### config.mk
export PLATFORM = sky130hd
export DESIGN_NAME = pipelined_ripple_adder
export DESIGN_NICKNAME = d
export VERILOG_FILES = /design/src/rtl/pipelined_ripple_adder_pkg.sv /design/src/rtl/pipelined_ripple_adder_segment.sv /design/src/rtl/pipelined_ripple_adder.sv
export SDC_FILE = /design/constraint.sdc
export NUM_CORES = 1
export LEC_CHECK = 0
export ABC_CLOCK_PERIOD_IN_PS = 8020
export BUFFER_PORTS_ARGS = -buffer_cell sky130_fd_sc_hd__buf_2
export CAP_MARGIN = 20
export CORE_ASPECT_RATIO = 1.75
export CORE_MARGIN = 1.5
export CORE_UTILIZATION = 55
export CTS_BUF_LIST = sky130_fd_sc_hd__clkbuf_8
export DETAILED_ROUTE_END_ITERATION = 16
export PLACE_DENSITY = 0.8
export SYNTH_ARGS = -nofsm -noshare
export SYNTH_HDL_FRONTEND = slang
export SYNTH_SLANG_ARGS = --single-unit
### constraint.sdc
create_clock -name clk -period 8.02 [get_ports clk]
set_clock_uncertainty 0.15 [all_clocks]
set_input_delay 0 -clock clk [delete_from_list [all_inputs] [get_ports clk]]
set_output_delay 0 -clock clk [all_outputs]
set_load 0.1 [all_outputs]
### src/rtl/pipelined_ripple_adder_pkg.sv
// adder_pkg: shared types and segment sizing for the pipelined ripple adder
package adder_pkg;
    typedef enum logic {OP_ADD = 1'b0, OP_SUB = 1'b1} op_e;
    typedef struct packed {
        logic valid;
        logic sub;
        logic is_signed;
    } ctrl_t;
    function automatic int seg_bit(input int data_bit, input int stages);
        return (stages < 1) ? 1 : data_bit / stages;
    endfunction
endpackage

### src/rtl/pipelined_ripple_adder_segment.sv
// adder_segment: combinational SEG_BIT-wide ripple of full-adder cells
// a/b: segment operands, carry_in/carry_out: segment carries, sum: segment sum,
// msb_carry: carry into the segment MSB (signed overflow = carry_out ^ msb_carry)
module adder_segment
    import adder_pkg::*;
#(
    parameter int SEG_BIT = 16
) (
    input  logic [SEG_BIT-1:0] a,
    input  logic [SEG_BIT-1:0] b,
    input  logic               carry_in,
    output logic [SEG_BIT-1:0] sum,
    output logic               carry_out,
    output logic               msb_carry
);
    logic [SEG_BIT:0] c;
    assign c[0] = carry_in;
    for (genvar i = 0; i < SEG_BIT; i++) begin : g_fa
        assign sum[i]   = a[i] ^ b[i] ^ c[i];
        assign c[i+1]   = (a[i] & b[i]) | (c[i] & (a[i] ^ b[i]));
    end
    assign carry_out = c[SEG_BIT];
    assign msb_carry = c[SEG_BIT-1];
endmodule

### src/rtl/pipelined_ripple_adder.sv
// pipelined_ripple_adder: STAGES-deep segmented ripple add/sub with valid/ready and carry/overflow flags
// in: clk, reset_n, enable, sub, is_signed, summand, addend, result_ready
// out: ready, result, carry_out, over_flow, valid
module pipelined_ripple_adder
    import adder_pkg::*;
#(
    parameter int DATA_BIT = 64,
    parameter int STAGES   = 4
) (
    input  logic                clk,
    input  logic                reset_n,
    input  logic                enable,
    output logic                ready,
    input  logic                sub,
    input  logic                is_signed,
    input  logic [DATA_BIT-1:0] summand,
    input  logic [DATA_BIT-1:0] addend,
    input  logic                result_ready,
    output logic [DATA_BIT-1:0] result,
    output logic                carry_out,
    output logic                over_flow,
    output logic                valid
);
    localparam int SEG_BIT = seg_bit(DATA_BIT, STAGES);
    localparam int LAST    = STAGES - 1;

    if (STAGES < 1 || (DATA_BIT % ((STAGES < 1) ? 1 : STAGES)) != 0) begin : g_bad_cfg
        $error("pipelined_ripple_adder: DATA_BIT must be a multiple of STAGES and STAGES >= 1");
    end

    logic [DATA_BIT-1:0] in_a [STAGES];
    logic [DATA_BIT-1:0] in_b [STAGES];
    logic [DATA_BIT-1:0] in_s [STAGES];
    logic [DATA_BIT-1:0] nx_s [STAGES];
    logic [DATA_BIT-1:0] p_a [STAGES];
    logic [DATA_BIT-1:0] p_b [STAGES];
    logic [DATA_BIT-1:0] p_s [STAGES];
    logic [SEG_BIT-1:0]  seg_sum [STAGES];
    logic                in_c [STAGES];
    logic                nx_c [STAGES];
    logic                seg_msb_c [STAGES];
    logic                p_c [STAGES];
    ctrl_t               in_ctl [STAGES];
    ctrl_t               p_ctl [STAGES];
    logic                adv;
    logic                ovf_nx;
    logic                ovf_q;

    assign adv   = !valid || result_ready;
    assign ready = adv;

    // Rank k-1 feeds segment k; the full operand words ride along (skew) and the
    // partially built sum collects finished low segments (de-skew).
    for (genvar k = 0; k < STAGES; k++) begin : g_stage
        if (k == 0) begin : g_head
            assign in_a[k]   = summand;
            assign in_b[k]   = sub ? ~addend : addend;
            assign in_s[k]   = '0;
            assign in_c[k]   = sub;
            assign in_ctl[k] = {enable, sub, is_signed};
        end else begin : g_body
            assign in_a[k]   = p_a[k-1];
            assign in_b[k]   = p_b[k-1];
            assign in_s[k]   = p_s[k-1];
            assign in_c[k]   = p_c[k-1];
            assign in_ctl[k] = p_ctl[k-1];
        end
        adder_segment #(.SEG_BIT(SEG_BIT)) u_seg (
            .a         (in_a[k][k*SEG_BIT +: SEG_BIT]),
            .b         (in_b[k][k*SEG_BIT +: SEG_BIT]),
            .carry_in  (in_c[k]),
            .sum       (seg_sum[k]),
            .carry_out (nx_c[k]),
            .msb_carry (seg_msb_c[k])
        );
        assign nx_s[k] = in_s[k] | (DATA_BIT'(seg_sum[k]) << (k * SEG_BIT));
    end

    // Signed overflow via carry-into-MSB vs carry-out; unsigned sub flags a borrow.
    assign ovf_nx = in_ctl[LAST].is_signed ? (nx_c[LAST] ^ seg_msb_c[LAST])
                                           : (nx_c[LAST] ^ in_ctl[LAST].sub);

    always_ff @(posedge clk or negedge reset_n) begin
        if (!reset_n) begin
            for (int k = 0; k < STAGES; k++) begin
                p_a[k]   <= '0;
                p_b[k]   <= '0;
                p_s[k]   <= '0;
                p_c[k]   <= 1'b0;
                p_ctl[k] <= '0;
            end
            ovf_q <= 1'b0;
        end else if (adv) begin
            for (int k = 0; k < STAGES; k++) begin
                p_a[k]   <= in_a[k];
                p_b[k]   <= in_b[k];
                p_s[k]   <= nx_s[k];
                p_c[k]   <= nx_c[k];
                p_ctl[k] <= in_ctl[k];
            end
            ovf_q <= ovf_nx;
        end
    end

    assign valid     = p_ctl[LAST].valid;
    assign result    = p_s[LAST];
    assign carry_out = p_c[LAST];
    assign over_flow = ovf_q;
endmodule
# Word-level counts from Yosys, hierarchy flattened
# Cells that the tools add are included.
dict set report classes {
  bitwise 326
  reduce_logical 2
  muxes 2
}
# op count
set op_table {}
lappend op_table {{$xor 1x1->1} 130}
lappend op_table {{$and 1x1->1} 128}
lappend op_table {{$mux 64} 1}
lappend op_table {{$not 64->64} 1}
lappend op_table {{$or 1x1->1} 64}
lappend op_table {{$or 64x48->64} 1}
lappend op_table {{$or 64x64->64} 1}
lappend op_table {{$or 16x32->32} 1}
lappend op_table {{$logic_not 1->1} 1}
lappend op_table {{$logic_or 1x1->1} 1}
lappend op_table {{$mux 1} 1}
dict set report totals {
  elab_cells 355
  regBits 607
  output_inout_bits 68
}

# Logic depth before layout (Yosys ltp)
dict set report logic_depth {
  depth_word 35
  ltp_mapped 21
  mapped_depth_nobuf 21
}

# Cells and area by module
# From an unflattened synthesis, not the netlist that was laid out.
dict set report hier_totals {
  hier_cells 1677
  area_unflattened_um2 15936.5
}
# module seq_area_each_um2 cells_each area_each_um2 instances
set by_module_without_submodules {}
lappend by_module_without_submodules {pipelined_ripple_adder 9183.8 1573 14505.2 1}
lappend by_module_without_submodules {adder_segment 0.0 26 357.8 4}

# Worst setup path after synthesis
# No wires, ideal clock.
dict set report synth_path {
  kind {register to register}
  from {register p_c (netlist bit in_c[1])}
  to {register p_s (netlist bit in_s[47])}
  arrival_time_ps 7481
  setup_ps 77
  path_stages_with_launch 21
  path_slack_ps 311
  path_cell_list {dfrtp_1 fa_1 inv_1 fa_1 inv_1 fa_1 fa_1 fa_1 fa_1 fa_1 fa_1 fa_1 fa_1 fa_1 fa_1 fa_1 fa_1 fa_1 inv_1 fa_1 a21oi_1}
}
dict set report synth_between {
  elab_chain_cells 32
}
# item line
set synth_lines {}
lappend synth_lines {{start, declared} pipelined_ripple_adder.sv:42} ;# logic p_c [STAGES];
lappend synth_lines {{start signal, assigned by index} pipelined_ripple_adder.sv:98} ;# p_c[k] <= nx_c[k];
lappend synth_lines {{$and 1x1->1} pipelined_ripple_adder_segment.sv:20} ;# assign c[i+1] = (a[i] & b[i]) | (c[i] & (a[i] ^ b[i]));
lappend synth_lines {{$or 1x1->1} pipelined_ripple_adder_segment.sv:20}
lappend synth_lines {{$and 1x1->1} pipelined_ripple_adder_segment.sv:20}
lappend synth_lines {{$or 1x1->1} pipelined_ripple_adder_segment.sv:20}
lappend synth_lines {{$and 1x1->1} pipelined_ripple_adder_segment.sv:20}
lappend synth_lines {{$or 1x1->1} pipelined_ripple_adder_segment.sv:20}
lappend synth_lines {{$and 1x1->1} pipelined_ripple_adder_segment.sv:20}
lappend synth_lines {{$or 1x1->1} pipelined_ripple_adder_segment.sv:20}
lappend synth_lines {{[16 not listed]} --}
lappend synth_lines {{$and 1x1->1} pipelined_ripple_adder_segment.sv:20}
lappend synth_lines {{$or 1x1->1} pipelined_ripple_adder_segment.sv:20}
lappend synth_lines {{$and 1x1->1} pipelined_ripple_adder_segment.sv:20}
lappend synth_lines {{$or 1x1->1} pipelined_ripple_adder_segment.sv:20}
lappend synth_lines {{$and 1x1->1} pipelined_ripple_adder_segment.sv:20}
lappend synth_lines {{$or 1x1->1} pipelined_ripple_adder_segment.sv:20}
lappend synth_lines {{$xor 1x1->1} pipelined_ripple_adder_segment.sv:19} ;# assign sum[i] = a[i] ^ b[i] ^ c[i];
lappend synth_lines {{$or 64x48->64} pipelined_ripple_adder.sv:76} ;# assign nx_s[k] = in_s[k] | (DATA_BIT'(seg_sum[k]) << (k * SEG_BIT));
lappend synth_lines {{end signal, assigned by index} pipelined_ripple_adder.sv:97} ;# p_s[k] <= nx_s[k];
lappend synth_lines {{end, declared} pipelined_ripple_adder.sv:37} ;# logic [DATA_BIT-1:0] p_s [STAGES];
# Every way passes these cells.
# A chain may end at the register's enable or synchronous reset.

# Worst setup path after layout
dict set report layout_path {
  from {input summand[0]}
  to {register p_s (netlist bit in_s[143])}
}
dict set report layout_between {
  elab_chain_cells 32
  word_cells_on_any_way 33
  cone_classes {bitwise (33)}
}
# item line
set layout_lines {}
lappend layout_lines {{start, declared} pipelined_ripple_adder.sv:16} ;# input logic [DATA_BIT-1:0] summand,
lappend layout_lines {{$xor 1x1->1} pipelined_ripple_adder_segment.sv:20}
lappend layout_lines {{$and 1x1->1} pipelined_ripple_adder_segment.sv:20}
lappend layout_lines {{$or 1x1->1 (*)} pipelined_ripple_adder_segment.sv:20}
lappend layout_lines {{$and 1x1->1 (*)} pipelined_ripple_adder_segment.sv:20}
lappend layout_lines {{$or 1x1->1 (*)} pipelined_ripple_adder_segment.sv:20}
lappend layout_lines {{$and 1x1->1 (*)} pipelined_ripple_adder_segment.sv:20}
lappend layout_lines {{$or 1x1->1 (*)} pipelined_ripple_adder_segment.sv:20}
lappend layout_lines {{$and 1x1->1 (*)} pipelined_ripple_adder_segment.sv:20}
lappend layout_lines {{[17 not listed]} --}
lappend layout_lines {{$and 1x1->1 (*)} pipelined_ripple_adder_segment.sv:20}
lappend layout_lines {{$or 1x1->1 (*)} pipelined_ripple_adder_segment.sv:20}
lappend layout_lines {{$and 1x1->1 (*)} pipelined_ripple_adder_segment.sv:20}
lappend layout_lines {{$or 1x1->1 (*)} pipelined_ripple_adder_segment.sv:20}
lappend layout_lines {{$and 1x1->1 (*)} pipelined_ripple_adder_segment.sv:20}
lappend layout_lines {{$or 1x1->1 (*)} pipelined_ripple_adder_segment.sv:20}
lappend layout_lines {{$xor 1x1->1 (*)} pipelined_ripple_adder_segment.sv:19}
lappend layout_lines {{net g_stage[0].u_seg.sum[15]} pipelined_ripple_adder_segment.sv:12} ;# output logic [SEG_BIT-1:0] sum,
# Mark *: on every way through the listed nets, which the timed path passes. The rest lies on a longest branch.

==> metrics.json <==
{
  "outcome": "finished clean",
  "wirelength_um": 32900,
  "ctsLongestPathBuffers": 3,
  "timing_worst_setup_path_type": "input port to flip-flop",
  "ff2ff_path_depth": 20,
  "crit_fanout": 2,
  "seq_total_area_yosys_pct": 55.7,
  "hold_end": "in_a[169]$_DFFE_PN0P_",
  "synth.yosys.warnings": 0,
  "timing.setup.tns_ps": 0,
  "period_needed_ps": 7690,
  "die-area_um2": 31000,
  "synthesis.area_per_instance_um2": 15.8,
  "cts-htree-levels": 2,
  "area_overhead_of_the_layout_relative_to_synthesis_pct": 23.5,
  "die_height_um": 232,
  "synth_seq_cells": 367,
  "worst-endpoint-required_ps": 8320,
  "timing.slew.headroom_pct": 26.6,
  "worst_r2r_endpoint": "in_s[47]$_DFFE_PN0P_",
  "syn-instance-count": 1040,
  "mappedNetlistArea_um2": 16500,
  "detailedPlace.worstSlack_ps": 0.353,
  "clk_latency_ps": 590,
  "timing.critical_path.to_type": "flip-flop",
  "wire_length_of_the_first_global_routing_pass_um": 54600,
  "initial_utilization_pct": 56.1,
  "nets": 1604,
  "compound_gate_portion_of_the_synthesized_area_pct": 2.49,
  "worstSetupStartpointType": "input port",
  "min_path_cells": 3,
  "crit_arrival_ps": 7990,
  "worst-r2r-setup-slack_ps": 360,
  "combinational_family_with_the_most_area_after_synthesis": "multiplexers",
  "power_w": 0.00891,
  "detailedRoute.firstIterationViolations": 457,
  "postSynthNetCount": 1237,
  "drv_slew": 0,
  "antenna_violating_nets_post_route": 0,
  "drive_above_1_share_pct": 40.1,
  "place.detailed.hpwl_um": 18900,
  "final-hold-violation-count": 0,
  "fin_crit_sh_pct": 95.9,
  "post_dp_cell_area_um2": 17600,
  "final_cell_mix": "sky130_fd_sc_hd__dfrtp_1, sky130_fd_sc_hd__mux2_4, sky130_fd_sc_hd__buf_2",
  "post_synth_mux_area_share_pct": 24.9,
  "worst_slack_ps": 333,
  "grt.met1_usage_pct": 27.5,
  "critical_path.reg2reg.startpoint": "in_c[1]$_DFFE_PN0P_",
  "ios": 202,
  "met2_usage_pct": 38.7,
  "grt_usage_pct": 22.5,
  "routabilityCongestion": 0.823,
  "globalRouteMet3Util_pct": 3.71,
  "post_synth_fa_ha_maj_area_fraction_pct": 7.65,
  "post_synthesis_simple_gate_area_fraction_pct": 1.94,
  "cts_tree": "done",
  "fp-row-count": 83,
  "clock_sink_count": 367,
  "fin_hold_ws_ps": 50.4,
  "max-vdd-ir-drop_mv": 0.522,
  "mostFrequentLayoutCell": "sky130_fd_sc_hd__dfrtp_1",
  "drv_cap": 0,
  "setup_viol": 0,
  "placeableCoreArea_um2": 29400,
  "clkSlewWorstSetupHoldPaths_ps": 60,
  "post_drt_wl_per_cell_um": 17.9,
  "routed-via-count": 9200,
  "leakage_power_nw": 9.70,
  "synthesized_area_fraction_occupied_by_xor_and_xnor_cells_pct": 3.45,
  "worstHoldStart": "summand[41]",
  "power_density_nw_per_um2": 438,
  "max_freq_mhz": 130,
  "firstDrtPassIters": 4,
  "grt_pass1_vias": 10400,
  "gr-total-overflow": 0,
  "grt_start_max_net_pins": 172,
  "grt-busiest-layer": "met2",
  "hold_class": "input port to flip-flop",
  "worst_pin_slew_ps": 1100,
  "grt_antenna_before_repair": 7,
  "drt_drc_violations_left": 0,
  "number_of_vias_per_cell": 5.01,
  "cts.root.buffer_cell": "sky130_fd_sc_hd__clkbuf_8",
  "floorplan.die.width_um": 134,
  "io_buffer_count": 201,
  "tritoncts.num_buffers": 53,
  "stdcell_area_um2": 20400,
  "ys_types": 17
}
-- cell usage after synthesis --
| master | number | area, µm² |
|---|---|---|
| sky130_fd_sc_hd__dfrtp_1 | 367 | 9180 |
| sky130_fd_sc_hd__buf_2 | 22 | 110 |
| sky130_fd_sc_hd__mux2_4 | 237 | 3560 |
| sky130_fd_sc_hd__xor2_1 | 4 | 35.0 |
| sky130_fd_sc_hd__xnor2_1 | 61 | 534 |
| sky130_fd_sc_hd__a21oi_1 | 70 | 350 |
| sky130_fd_sc_hd__buf_4 | 2 | 15.0 |
| sky130_fd_sc_hd__fa_1 | 63 | 1260 |
| sky130_fd_sc_hd__clkbuf_1 | 1 | 3.75 |
| sky130_fd_sc_hd__mux2i_1 | 1 | 10.0 |
| sky130_fd_sc_hd__nor2_1 | 70 | 263 |
| sky130_fd_sc_hd__inv_1 | 36 | 135 |
| sky130_fd_sc_hd__buf_6 | 32 | 360 |
| sky130_fd_sc_hd__o21ai_0 | 12 | 60.1 |
| sky130_fd_sc_hd__mux2_2 | 48 | 541 |
| sky130_fd_sc_hd__nand2b_1 | 2 | 12.5 |
| sky130_fd_sc_hd__nand2_1 | 12 | 45.0 |
-- report_power, final --
group	switching, W	internal [W]
logic	0.00234	0.00181
clock network	0.000706	0.000803
registers	0.000546	0.00270
total	0.00359	0.00532
-- cell type report --
type                    instances  area, µm²
clock buffers                  69        950
clock inverters                28        148
well taps                     382        478
fillers                      1835       9030
flip-flops and latches        367       9180
repair buffers                369       2760
multi-input cells             580       6690
inverters                      36        135
diodes                          6       15.0
-- flip-flops by register name, summed over array words and instances, names as in the netlist --
name       count
in_a          96
over_flow      1
valid          1
in_b          96
in_s          96
result        64
carry_out      1
in_ctl         9
in_c           3
-- layer usage --
metal / vias up / routed length, µm
met5: - / 13
met4: 2 / 1500
met3: 89 / 1100
met2: 215 / 17200
met1: 4667 / 13100
li1: 4227 / -
-- worst max-delay path by stage --
stage	slack, ps	endpoint	cells past startpoint	start
final	330	in_s[143]$_DFFE_PN0P_	22	summand[0]
after global routing	-10	in_s[47]$_DFFE_PN0P_	20	in_c[1]$_DFFE_PN0P_
after CTS	50	in_s[47]$_DFFE_PN0P_	20	in_c[1]$_DFFE_PN0P_
after detailed placement	0.4	in_s[47]$_DFFE_PN0P_	20	in_c[1]$_DFFE_PN0P_
after global placement	30	in_s[47]$_DFFE_PN0P_	20	in_c[1]$_DFFE_PN0P_
after floorplan	310	in_s[47]$_DFFE_PN0P_	20	in_c[1]$_DFFE_PN0P_
-- per-stage QoR --
step | std cells | utilization [%]
2_1_floorplan | 1040 | -
3_3_place_gp | 1573 | 59.8
3_5_place_dp | 1573 | 59.8
4_1_cts | 1830 | 69.1
5_1_grt | 1837 | 69.3
6_report | 1837 | 69.3
-- kinds of logic after synthesis --
family | Yosys count
fa+ha+maj | 63
mux | 286
flops | 367
simple gates | 84
buf+inv | 93
compound gates | 82
xor+xnor | 65
-- worst max-delay path: stages --
cell and delay, ps:
sky130_fd_sc_hd__dlygate4sd3_1 520, sky130_fd_sc_hd__buf_2 110, sky130_fd_sc_hd__mux2_2 160, sky130_fd_sc_hd__fa_1 170, sky130_fd_sc_hd__inv_1 60, sky130_fd_sc_hd__fa_1 420, sky130_fd_sc_hd__fa_1 430, sky130_fd_sc_hd__fa_1 430
sky130_fd_sc_hd__fa_1 470, sky130_fd_sc_hd__fa_1 470, sky130_fd_sc_hd__fa_1 460, sky130_fd_sc_hd__fa_1 440, sky130_fd_sc_hd__fa_1 440, sky130_fd_sc_hd__fa_2 410, sky130_fd_sc_hd__fa_1 420, sky130_fd_sc_hd__fa_1 420
sky130_fd_sc_hd__fa_1 430, sky130_fd_sc_hd__fa_1 400, sky130_fd_sc_hd__inv_1 80, sky130_fd_sc_hd__fa_1 410, sky130_fd_sc_hd__dlygate4sd3_1 560, sky130_fd_sc_hd__mux2_4 250
-- timing repair --
item,in CTS,in global routing
pin swaps,0,0
setup buffers,0,0
endpoints found under the setup margin,1,3
gates resized for setup,1,5
cloned,0,0
hold buffers,160,0
endpoints found under the hold margin,228,0
(Power assumes the default switching activity.)
